`src/rtl/proc_mem_ctrl_pkg.sv`:
```
`default_nettype none
// ============================================================================
//  Module      : proc_mem_ctrl_pkg
//  Description : Shared opcode constants and the controller state encoding.
//                Imported by the controller RTL and by its testbench.
//                The CP_* states exist only when PROC_MEM_CTRL_COPY_EN is
//                defined.
//  Revision    : 1.0  initial release
// ============================================================================
package proc_mem_ctrl_pkg;

    // Request opcodes
    localparam logic [1:0] c_op_read  = 2'b00;
    localparam logic [1:0] c_op_write = 2'b01;
    localparam logic [1:0] c_op_copy  = 2'b10;
    localparam logic [1:0] c_op_rsvd  = 2'b11;

    // Controller states, explicitly encoded
    typedef enum logic [3:0] {
        IDLE     = 4'd0,
        RD_ISSUE = 4'd1,
        RD_WAIT  = 4'd2,
        RD_CAP   = 4'd3,
        WR_ISSUE = 4'd4,
`ifdef PROC_MEM_CTRL_COPY_EN
        CP_RD    = 4'd5,
        CP_WAIT  = 4'd6,
        CP_WR    = 4'd7,
`endif
        DONE     = 4'd8
    } state_t;

endpackage
`default_nettype wire

```
`src/rtl/proc_mem_ctrl_cnt.sv`:
```
`default_nettype none
// ============================================================================
//  Module      : proc_mem_ctrl_cnt
//  Description : Copy bookkeeping: loadable word down-counter with zero flag
//                plus source/destination address incrementers. All
//                arithmetic wraps modulo 2^ADR_BITS.
//  Ports       : clk, rst_n          clock, async active-low reset
//                load               load len/src/dst (has priority)
//                step               count down one word, advance addresses
//                len_in/src_in/dst_in  values loaded on load
//                zero               remaining count is zero
//                src/dst            current source/destination address
//  Revision    : 1.0  initial release
// ============================================================================
module proc_mem_ctrl_cnt #(
    parameter int ADR_BITS = 16
) (
    input  logic                clk,
    input  logic                rst_n,
    input  logic                load,
    input  logic                step,
    input  logic [ADR_BITS-1:0] len_in,
    input  logic [ADR_BITS-1:0] src_in,
    input  logic [ADR_BITS-1:0] dst_in,
    output logic                zero,
    output logic [ADR_BITS-1:0] src,
    output logic [ADR_BITS-1:0] dst
);

    logic [ADR_BITS-1:0] r_cnt;
    logic [ADR_BITS-1:0] r_src;
    logic [ADR_BITS-1:0] r_dst;

    always_ff @(posedge clk or negedge rst_n) begin
        if (!rst_n) begin
            r_cnt <= '0;
            r_src <= '0;
            r_dst <= '0;
        end else if (load) begin
            r_cnt <= len_in;
            r_src <= src_in;
            r_dst <= dst_in;
        end else if (step) begin
            r_cnt <= r_cnt - 1'b1;
            r_src <= r_src + 1'b1;
            r_dst <= r_dst + 1'b1;
        end
    end

    assign zero = (r_cnt == '0);
    assign src  = r_src;
    assign dst  = r_dst;

endmodule
`default_nettype wire

```
`src/rtl/proc_mem_ctrl.sv`:
```
`default_nettype none
// ============================================================================
//  Module      : proc_mem_ctrl
//  Description : Single-request memory controller for a clocked RAM with a
//                1-cycle registered read. Executes READ, WRITE and (when
//                PROC_MEM_CTRL_COPY_EN is defined) word-by-word COPY; any
//                other opcode completes with rsp_err=1 and no RAM access.
//  Ports       : clk, rst_n                       clock, async active-low reset
//                req_valid/req_ready              request handshake
//                req_op/adr/dst/len/wdata         request fields
//                rsp_valid/rsp_rdata/rsp_err      one-cycle completion
//                busy                             controller not idle
//                mem_en/write/adr/wdata/rdata     RAM port (outputs registered)
//  Config      : PROC_MEM_CTRL_COPY_EN  compiles the COPY opcode in
//  Revision    : 1.0  initial release
// ============================================================================
module proc_mem_ctrl
    import proc_mem_ctrl_pkg::*;
#(
    parameter int WIDTH    = 16,
    parameter int ADR_BITS = 16
) (
    input  logic                clk,
    input  logic                rst_n,
    input  logic                req_valid,
    output logic                req_ready,
    input  logic [1:0]          req_op,
    input  logic [ADR_BITS-1:0] req_adr,
    input  logic [ADR_BITS-1:0] req_dst,
    input  logic [ADR_BITS-1:0] req_len,
    input  logic [WIDTH-1:0]    req_wdata,
    output logic                rsp_valid,
    output logic [WIDTH-1:0]    rsp_rdata,
    output logic                rsp_err,
    output logic                busy,
    output logic                mem_en,
    output logic                mem_write,
    output logic [ADR_BITS-1:0] mem_adr,
    output logic [WIDTH-1:0]    mem_wdata,
    input  logic [WIDTH-1:0]    mem_rdata
);

    state_t              r_state;
    state_t              w_state_nxt;

    logic                r_mem_en;
    logic                r_mem_write;
    logic [ADR_BITS-1:0] r_mem_adr;
    logic [WIDTH-1:0]    r_mem_wdata;
    logic [WIDTH-1:0]    r_rdata;
    logic                r_err;

    logic                w_mem_en_nxt;
    logic                w_mem_write_nxt;
    logic [ADR_BITS-1:0] w_mem_adr_nxt;
    logic [WIDTH-1:0]    w_mem_wdata_nxt;
    logic [WIDTH-1:0]    w_rdata_nxt;
    logic                w_err_nxt;

`ifdef PROC_MEM_CTRL_COPY_EN
    logic                w_cnt_load;
    logic                w_cnt_step;
    logic                w_cnt_zero;
    logic [ADR_BITS-1:0] w_cp_src;
    logic [ADR_BITS-1:0] w_cp_dst;

    proc_mem_ctrl_cnt #(
        .ADR_BITS (ADR_BITS)
    ) u_cnt (
        .clk    (clk),
        .rst_n  (rst_n),
        .load   (w_cnt_load),
        .step   (w_cnt_step),
        .len_in (req_len),
        .src_in (req_adr),
        .dst_in (req_dst),
        .zero   (w_cnt_zero),
        .src    (w_cp_src),
        .dst    (w_cp_dst)
    );
`else
    // Copy fields have no function in this build.
    logic w_unused_copy_ports;
    assign w_unused_copy_ports = ^{req_dst, req_len};
`endif

    // ------------------------------------------------------------------------
    // State and RAM-side registers. Every bus value is decided one cycle
    // ahead by the next-state logic, so the RAM only ever sees flops.
    // ------------------------------------------------------------------------
    always_ff @(posedge clk or negedge rst_n) begin
        if (!rst_n) begin
            r_state     <= IDLE;
            r_mem_en    <= 1'b0;
            r_mem_write <= 1'b0;
            r_mem_adr   <= '0;
            r_mem_wdata <= '0;
            r_rdata     <= '0;
            r_err       <= 1'b0;
        end else begin
            r_state     <= w_state_nxt;
            r_mem_en    <= w_mem_en_nxt;
            r_mem_write <= w_mem_write_nxt;
            r_mem_adr   <= w_mem_adr_nxt;
            r_mem_wdata <= w_mem_wdata_nxt;
            r_rdata     <= w_rdata_nxt;
            r_err       <= w_err_nxt;
        end
    end

    // ------------------------------------------------------------------------
    // Next-state and next-register logic.
    // READ    : IDLE -> RD_ISSUE (bus read) -> RD_CAP (data captured) -> DONE
    // WRITE   : IDLE -> WR_ISSUE (bus write) -> DONE
    // reserved: IDLE -> RD_WAIT (no access) -> DONE
    // COPY    : IDLE -> CP_WR, then per word CP_RD -> CP_WAIT -> CP_WR.
    //           CP_WR decides whether another word remains; its first visit
    //           carries no write, which also gives len=0 its T+2 completion.
    // ------------------------------------------------------------------------
    always_comb begin
        w_state_nxt     = r_state;
        w_mem_en_nxt    = 1'b0;
        w_mem_write_nxt = 1'b0;
        w_mem_adr_nxt   = r_mem_adr;
        w_mem_wdata_nxt = r_mem_wdata;
        w_rdata_nxt     = r_rdata;
        w_err_nxt       = r_err;
`ifdef PROC_MEM_CTRL_COPY_EN
        w_cnt_load      = 1'b0;
        w_cnt_step      = 1'b0;
`endif
        unique case (r_state)
            IDLE: begin
                if (req_valid) begin
                    w_err_nxt = 1'b0;
                    case (req_op)
                        c_op_read: begin
                            w_mem_en_nxt  = 1'b1;
                            w_mem_adr_nxt = req_adr;
                            w_state_nxt   = RD_ISSUE;
                        end
                        c_op_write: begin
                            w_mem_en_nxt    = 1'b1;
                            w_mem_write_nxt = 1'b1;
                            w_mem_adr_nxt   = req_adr;
                            w_mem_wdata_nxt = req_wdata;
                            w_state_nxt     = WR_ISSUE;
                        end
`ifdef PROC_MEM_CTRL_COPY_EN
                        c_op_copy: begin
                            w_cnt_load  = 1'b1;
                            w_state_nxt = CP_WR;
                        end
`endif
                        default: begin
                            w_err_nxt   = 1'b1;
                            w_state_nxt = RD_WAIT;
                        end
                    endcase
                end
            end
            RD_ISSUE: w_state_nxt = RD_CAP;
            RD_CAP: begin
                // RAM output is valid the cycle after the read was on the bus.
                w_rdata_nxt = mem_rdata;
                w_state_nxt = DONE;
            end
            RD_WAIT:  w_state_nxt = DONE;
            WR_ISSUE: w_state_nxt = DONE;
`ifdef PROC_MEM_CTRL_COPY_EN
            CP_WR: begin
                if (w_cnt_zero) begin
                    w_state_nxt = DONE;
                end else begin
                    w_mem_en_nxt  = 1'b1;
                    w_mem_adr_nxt = w_cp_src;
                    w_state_nxt   = CP_RD;
                end
            end
            CP_RD: w_state_nxt = CP_WAIT;
            CP_WAIT: begin
                w_mem_en_nxt    = 1'b1;
                w_mem_write_nxt = 1'b1;
                w_mem_adr_nxt   = w_cp_dst;
                w_mem_wdata_nxt = mem_rdata;
                w_cnt_step      = 1'b1;
                w_state_nxt     = CP_WR;
            end
`endif
            DONE:    w_state_nxt = IDLE;
            default: w_state_nxt = IDLE;
        endcase
    end

    assign req_ready = (r_state == IDLE);
    assign busy      = (r_state != IDLE);
    assign rsp_valid = (r_state == DONE);
    assign rsp_err   = (r_state == DONE) && r_err;
    assign rsp_rdata = r_rdata;
    assign mem_en    = r_mem_en;
    assign mem_write = r_mem_write;
    assign mem_adr   = r_mem_adr;
    assign mem_wdata = r_mem_wdata;

endmodule
`default_nettype wire

```
`config.mk`:
```
export PLATFORM = sky130hd
export DESIGN_NAME = proc_mem_ctrl
export DESIGN_NICKNAME = d
export VERILOG_FILES = /design/src/rtl/proc_mem_ctrl_pkg.sv /design/src/rtl/proc_mem_ctrl_cnt.sv /design/src/rtl/proc_mem_ctrl.sv
export SDC_FILE = /design/constraint.sdc
export NUM_CORES = 1
export LEC_CHECK = 0
export CORE_MARGIN = 5
export CORE_UTILIZATION = 39
export DETAILED_ROUTE_END_ITERATION = 10
export GPL_ROUTABILITY_DRIVEN = 0
export PLACE_DENSITY = 0.95
export SKIP_LAST_GASP = 1
export SLEW_MARGIN = 10
export SYNTH_ARGS = -nofsm -noshare
export SYNTH_HDL_FRONTEND = slang
export SYNTH_SLANG_ARGS = --single-unit
```
`constraint.sdc`:
```
create_clock -name clk -period 4 [get_ports clk]
set_clock_uncertainty 0.05 [all_clocks]
set_input_delay 1.2 -clock clk [delete_from_list [all_inputs] [get_ports clk]]
set_output_delay 1.2 -clock clk [all_outputs]
set_load 0.005 [all_outputs]
```
=== Yosys cells after proc, flatten, opt, wreduce, memory -nomap -nowiden ===
Cells that the tools add are included.

* Register bits after elaboration: 55
* Output and inout bits: 54
* Word-level logic and storage cells: 33

* Equal/unequal tests: 7
* Muxes and demuxes: 10
* Reductions and logical operators: 9

{| class="wikitable"
|+ Operator list
! kind !! count
|-
| 4-bit one-hot mux with 3 select lines || 1
|-
| 4-bit by 2-bit == test with 1-bit output, second input constant || 2
|-
| 1-bit 2-to-1 mux || 7
|-
| 3-bit one-hot mux with 2 select lines || 1
|-
| 3-bit AND reduction || 2
|-
| 4-bit by 1-bit == test with 1-bit output, second input constant || 1
|-
| 4-bit by 3-bit == test with 1-bit output, second input constant || 1
|-
| 4-bit == test, second input constant || 1
|-
| 4-bit logical NOT || 1
|-
| 4-bit 2-to-1 mux || 1
|-
| 4-bit nonzero test || 1
|-
| 3-bit OR reduction || 1
|-
| 2-bit by 1-bit == test with 1-bit output, second input constant || 1
|-
| 2-bit logical NOT || 1
|-
| 2-bit != test, second input constant || 1
|-
| 2-bit AND reduction || 1
|-
| 2-bit OR reduction || 1
|-
| 1-bit logical AND || 1
|}

=== Depth between registers and ports, before layout ===
* Depth after elaboration: 5
* Gate-level depth with buffers: 6

=== Worst setup path before layout ===
OpenSTA, ideal clock, no wires.

* Kind: in2reg
* Start point: input req_op[1]
* End point: register r_mem_wdata[0], in the netlist mem_wdata[0]
* Library setup time: 0.125 ns
* Arrival: 2.138 ns
* Path slack: 1.687 ns
* Cell stages on the path: 5
* Cell sequence: nor3b_4 -> and3_1 -> buf_6 -> buf_12 -> mux2_4

* Longest elaborated chain between the ends: 2

{| class="wikitable"
|+ RTL lines
! element !! line !! source
|-
| from (decl) || proc_mem_ctrl.sv:27 || <nowiki>input logic [1:0] req_op,</nowiki>
|-
| 2-bit by 1-bit == test with 1-bit output || proc_mem_ctrl.sv:136 || <nowiki>case (req_op)</nowiki>
|-
| 3-bit AND reduction (no source line) || - ||
|-
| to (signal assigned) || proc_mem_ctrl.sv:105 || <nowiki>r_mem_wdata <= w_mem_wdata_nxt;</nowiki>
|-
| to (decl) || proc_mem_ctrl.sv:49 || <nowiki>logic [WIDTH-1:0] r_mem_wdata;</nowiki>
|}

No other way between the ends.
A chain may end at the register's enable or synchronous reset.

=== Worst setup path after layout ===
* Start point: register r_state[3]
* End point: output req_ready

* Longest elaborated chain between the ends: 1

{| class="wikitable"
|+ RTL lines
! element !! line !! source
|-
| from (decl) || proc_mem_ctrl.sv:43 || <nowiki>state_t r_state;</nowiki>
|-
| from (signal assigned) || proc_mem_ctrl.sv:101 || <nowiki>r_state <= w_state_nxt;</nowiki>
|-
| 4-bit logical NOT || proc_mem_ctrl.sv:195 || <nowiki>assign req_ready = (r_state == IDLE);</nowiki>
|-
| to (decl) || proc_mem_ctrl.sv:26 || <nowiki>output logic req_ready,</nowiki>
|}

No other way between the ends.

==> results.sh <==
export IMPL_floorplan_die_width_um=84.8
export IMPL_die_y_um=84.8
export IMPL_cp_data_required_time_ns=2.75
export IMPL_reg2regPathDepth=3
export IMPL_synth_xor_area_share_pct=0
export IMPL_synth_nets=216
export IMPL_antenna_found_initial=0
export IMPL_grt_max_degree=29
export IMPL_fin_setup_tns_ns=0
export IMPL_wl_um=5010
export IMPL_fin_area_sq_um=3360
export IMPL_yosysWarningCount=0
export IMPL_drv_slew=0
export IMPL_synth_simple_area_share_pct=5.45
export IMPL_worst_pin_slew_ns=0.751
export IMPL_crit_path_max_fanout=8
export IMPL_numCtsBuffers=5
export IMPL_drtIter0Drc=38
export IMPL_p_leak_nw=1.43
export IMPL_hold_path_class="reg -> reg"
export IMPL_via_per_inst=4.66
export IMPL_slowest_stage="clkdlybuf4s50_1"
export IMPL_r2r_slack_ns=2.20
export IMPL_drt_pass1_iterations=4
export IMPL_layout_drive_gt1_share_pct=26.1
export IMPL_syn_area_sq_um=2180
export IMPL_synth_top_family_by_area="multiplexers"
export IMPL_synth_compound_area_share_pct=0.631
export IMPL_root_buffer="clkbuf_8"
export IMPL_crit_type="reg -> out"
export IMPL_area_growth_syn_to_layout_pct=53.9
export IMPL_placed_cell_area_sq_um=3280
export IMPL_rr_endpoint="rsp_rdata[2]"
export IMPL_finalNetCount=325
export IMPL_wl_per_cell_um=16.0
export IMPL_rows=27
export IMPL_synth_mux_area_share_pct=27.3
export IMPL_cts_setup_buffers=0
export IMPL_ios=139
export IMPL_grt_pass1_vias=1688
export IMPL_min_to="rsp_rdata[11]"
export IMPL_async_flop_share_pct=100
export IMPL_start_util_pct=39.9
export IMPL_vias=1459
export IMPL_yosysSeqAreaShare_pct=63.1
export IMPL_grt_overflow=0
export IMPL_rsz0062_at_grt="false"
export IMPL_synth_seq_cells=55
export IMPL_synth_fa_ha_area_share_pct=0
export IMPL_postRouteAntennaNets=0
export IMPL_cts_tree="yes"
export IMPL_arrival_ns=1.85
export IMPL_slew_limit_headroom_pct=49.7
export IMPL_hold_viol_final=0
export IMPL_antenna_cells=0
export IMPL_cap_violations=0
export IMPL_post_cts_resized=0
export IMPL_post_route_min_period_ns=3.10
export IMPL_dp_hpwl_um=3900
export IMPL_synthesis_instances=131
export IMPL_dieArea_sq_um=7190
export IMPL_setup_violations_final=0
export IMPL_slowest_delay_ns=0.60
export IMPL_min_path_cells=1
export IMPL_crit_path_start_kind="register"
export IMPL_ys_types=20
export IMPL_reg2reg_from="r_state[1]"
export IMPL_total_power_w=0.00231
export IMPL_ys_flop_type="dfrtp_1"
export IMPL_clk_latency_ns=0.29
export IMPL_grt_pass1_wl_um=8070
export IMPL_grt_usage_pct=14.0
export IMPL_synth_area_per_cell_sq_um=16.7
export IMPL_fmax_ghz=0.322
export IMPL_coreArea_sq_um=5470
export IMPL_portBuffers=106
export IMPL_cts_buffer_depth=2
export IMPL_synth_edf_count=0
export IMPL_fin_crit_sh_pct=77.5
export IMPL_h_tree_depth=2
export IMPL_p_per_area_nw_per_um2=688
export IMPL_status="complete, no violations"
export IMPL_worstHoldStart="rsp_rdata[11]"
export IMPL_clock_sinks=55
export IMPL_hold_buffers=0
export IMPL_worst_setup_path_end_kind="primary output"
export IMPL_path_clk_slew_ns=0.09
export IMPL_drc=0
export IMPL_ir_worst_vdd_mv=0.369
export IMPL_worstPathCellList="nor4_1, clkdlybuf4s50_1"
==> cells in the final DEF (no fill, tap or decap) <==
master           synthesis  final
clkbuf_8                 0      5
buf_2                    0      1
mux2i_1                  1      1
nor2_1                   2      2
nand2_1                  2      2
nor3b_4                  1      1
clkinv_2                 0      1
nor4_1                   2      2
mux2_2                  40     40
a21oi_1                  1      1
buf_4                    1      2
clkdlybuf4s50_1          0    105
dfrtp_1                 55     55
mux2_4                   9      9
nand2_2                  1      1
and2_1                   1      1
or3b_2                   1      1
a2111oi_0                1      1
nor3_4                   2      2
inv_1                    3      3
and3_1                   3      3
clkbuf_1                 0      2
==> worst max-delay path by stage <==
stage | startpoint | endpoint | slack (ns) | depth (start not counted)
CTS | r_state[3] | req_ready | 0.86 | 2
finish | r_state[3] | req_ready | 0.90 | 2
global route | r_state[3] | req_ready | 0.69 | 2
floorplan | req_op[1] | mem_wdata[0] | 1.69 | 5
detailed placement | req_op[1] | mem_wdata[14] | 1.01 | 5
global placement | req_valid | mem_wdata[11] | 1.05 | 5
==> synthesized netlist by cell type (2+ instances only) <==
cell type / n / area share (%)
nor3_4: 2 / 1.5
inv_1: 3 / 0.52
nand2_1: 2 / 0.34
and3_1: 3 / 0.86
nor4_1: 2 / 0.57
mux2_2: 40 / 21
nor2_1: 2 / 0.34
mux2_4: 9 / 6.2
dfrtp_1: 55 / 63
buf_6: 3 / 1.5
==> where the power goes <==
group | internal [W] | switching [W]
sequential | 0.000819 | 0.000159
clock | 0.000123 | 0.000167
combinational | 0.000750 | 0.000294
==> layout make-up <==
class	count	area [sq um]
repair buffers	108	1070
clock inverters	1	5.00
multi-input cells	67	728
fillers	426	2110
clock buffers	7	76.3
well taps	72	90.1
inverters	3	11.3
flip-flops and latches	55	1380
==> worst max-delay path, delay by kind of cell (launching register included) <==
family                 cells  cell delay (ns)
buffers and inverters      1             0.60
flip-flops                 1             0.51
AND/OR/NAND/NOR            1             0.45
==> kinds of logic (layout without fill, tap and decap cells) <==
family / count (synthesis) / in the layout
AO/OA/AOI/OAI: 2 / 2
buffers and inverters: 9 / 119
flip-flops: 55 / 55
multiplexers: 50 / 50
AND/OR/NAND/NOR: 15 / 15
==> per-stage QoR <==
| stage | utilization, % | hold slack (ns) | cells | setup WS (ns) |
|---|---|---|---|---|
| floorplan | - | 0.421 | 131 | 1.69 |
| global placement | 59.9 | 0.437 | 305 | 1.05 |
| detailed placement | 59.9 | 0.439 | 305 | 1.01 |
| CTS | 61.4 | 0.460 | 313 | 0.857 |
| global route | 61.4 | 0.475 | 313 | 0.693 |
| finish | 61.4 | 0.462 | 313 | 0.899 |
==> flip-flops by register name (all words and copies together) (netlist names) <==
name	cells
rsp_rdata	16
r_state	4
mem_en	1
mem_wdata	16
mem_write	1
mem_adr	16
r_err	1
==> per-layer routing <==
| layer | global-route usage [%] | share of wire [%] | up-vias |
|---|---|---|---|
| met4 | 3.45 | 0.74 | 0 |
| li1 | - | - | 671 |
| met1 | 15.8 | 38 | 716 |
| met5 | 0 | 0 | - |
| met2 | 23.8 | 51 | 66 |
| met3 | 6.77 | 10 | 6 |
Power figures use the tool's default switching activity.
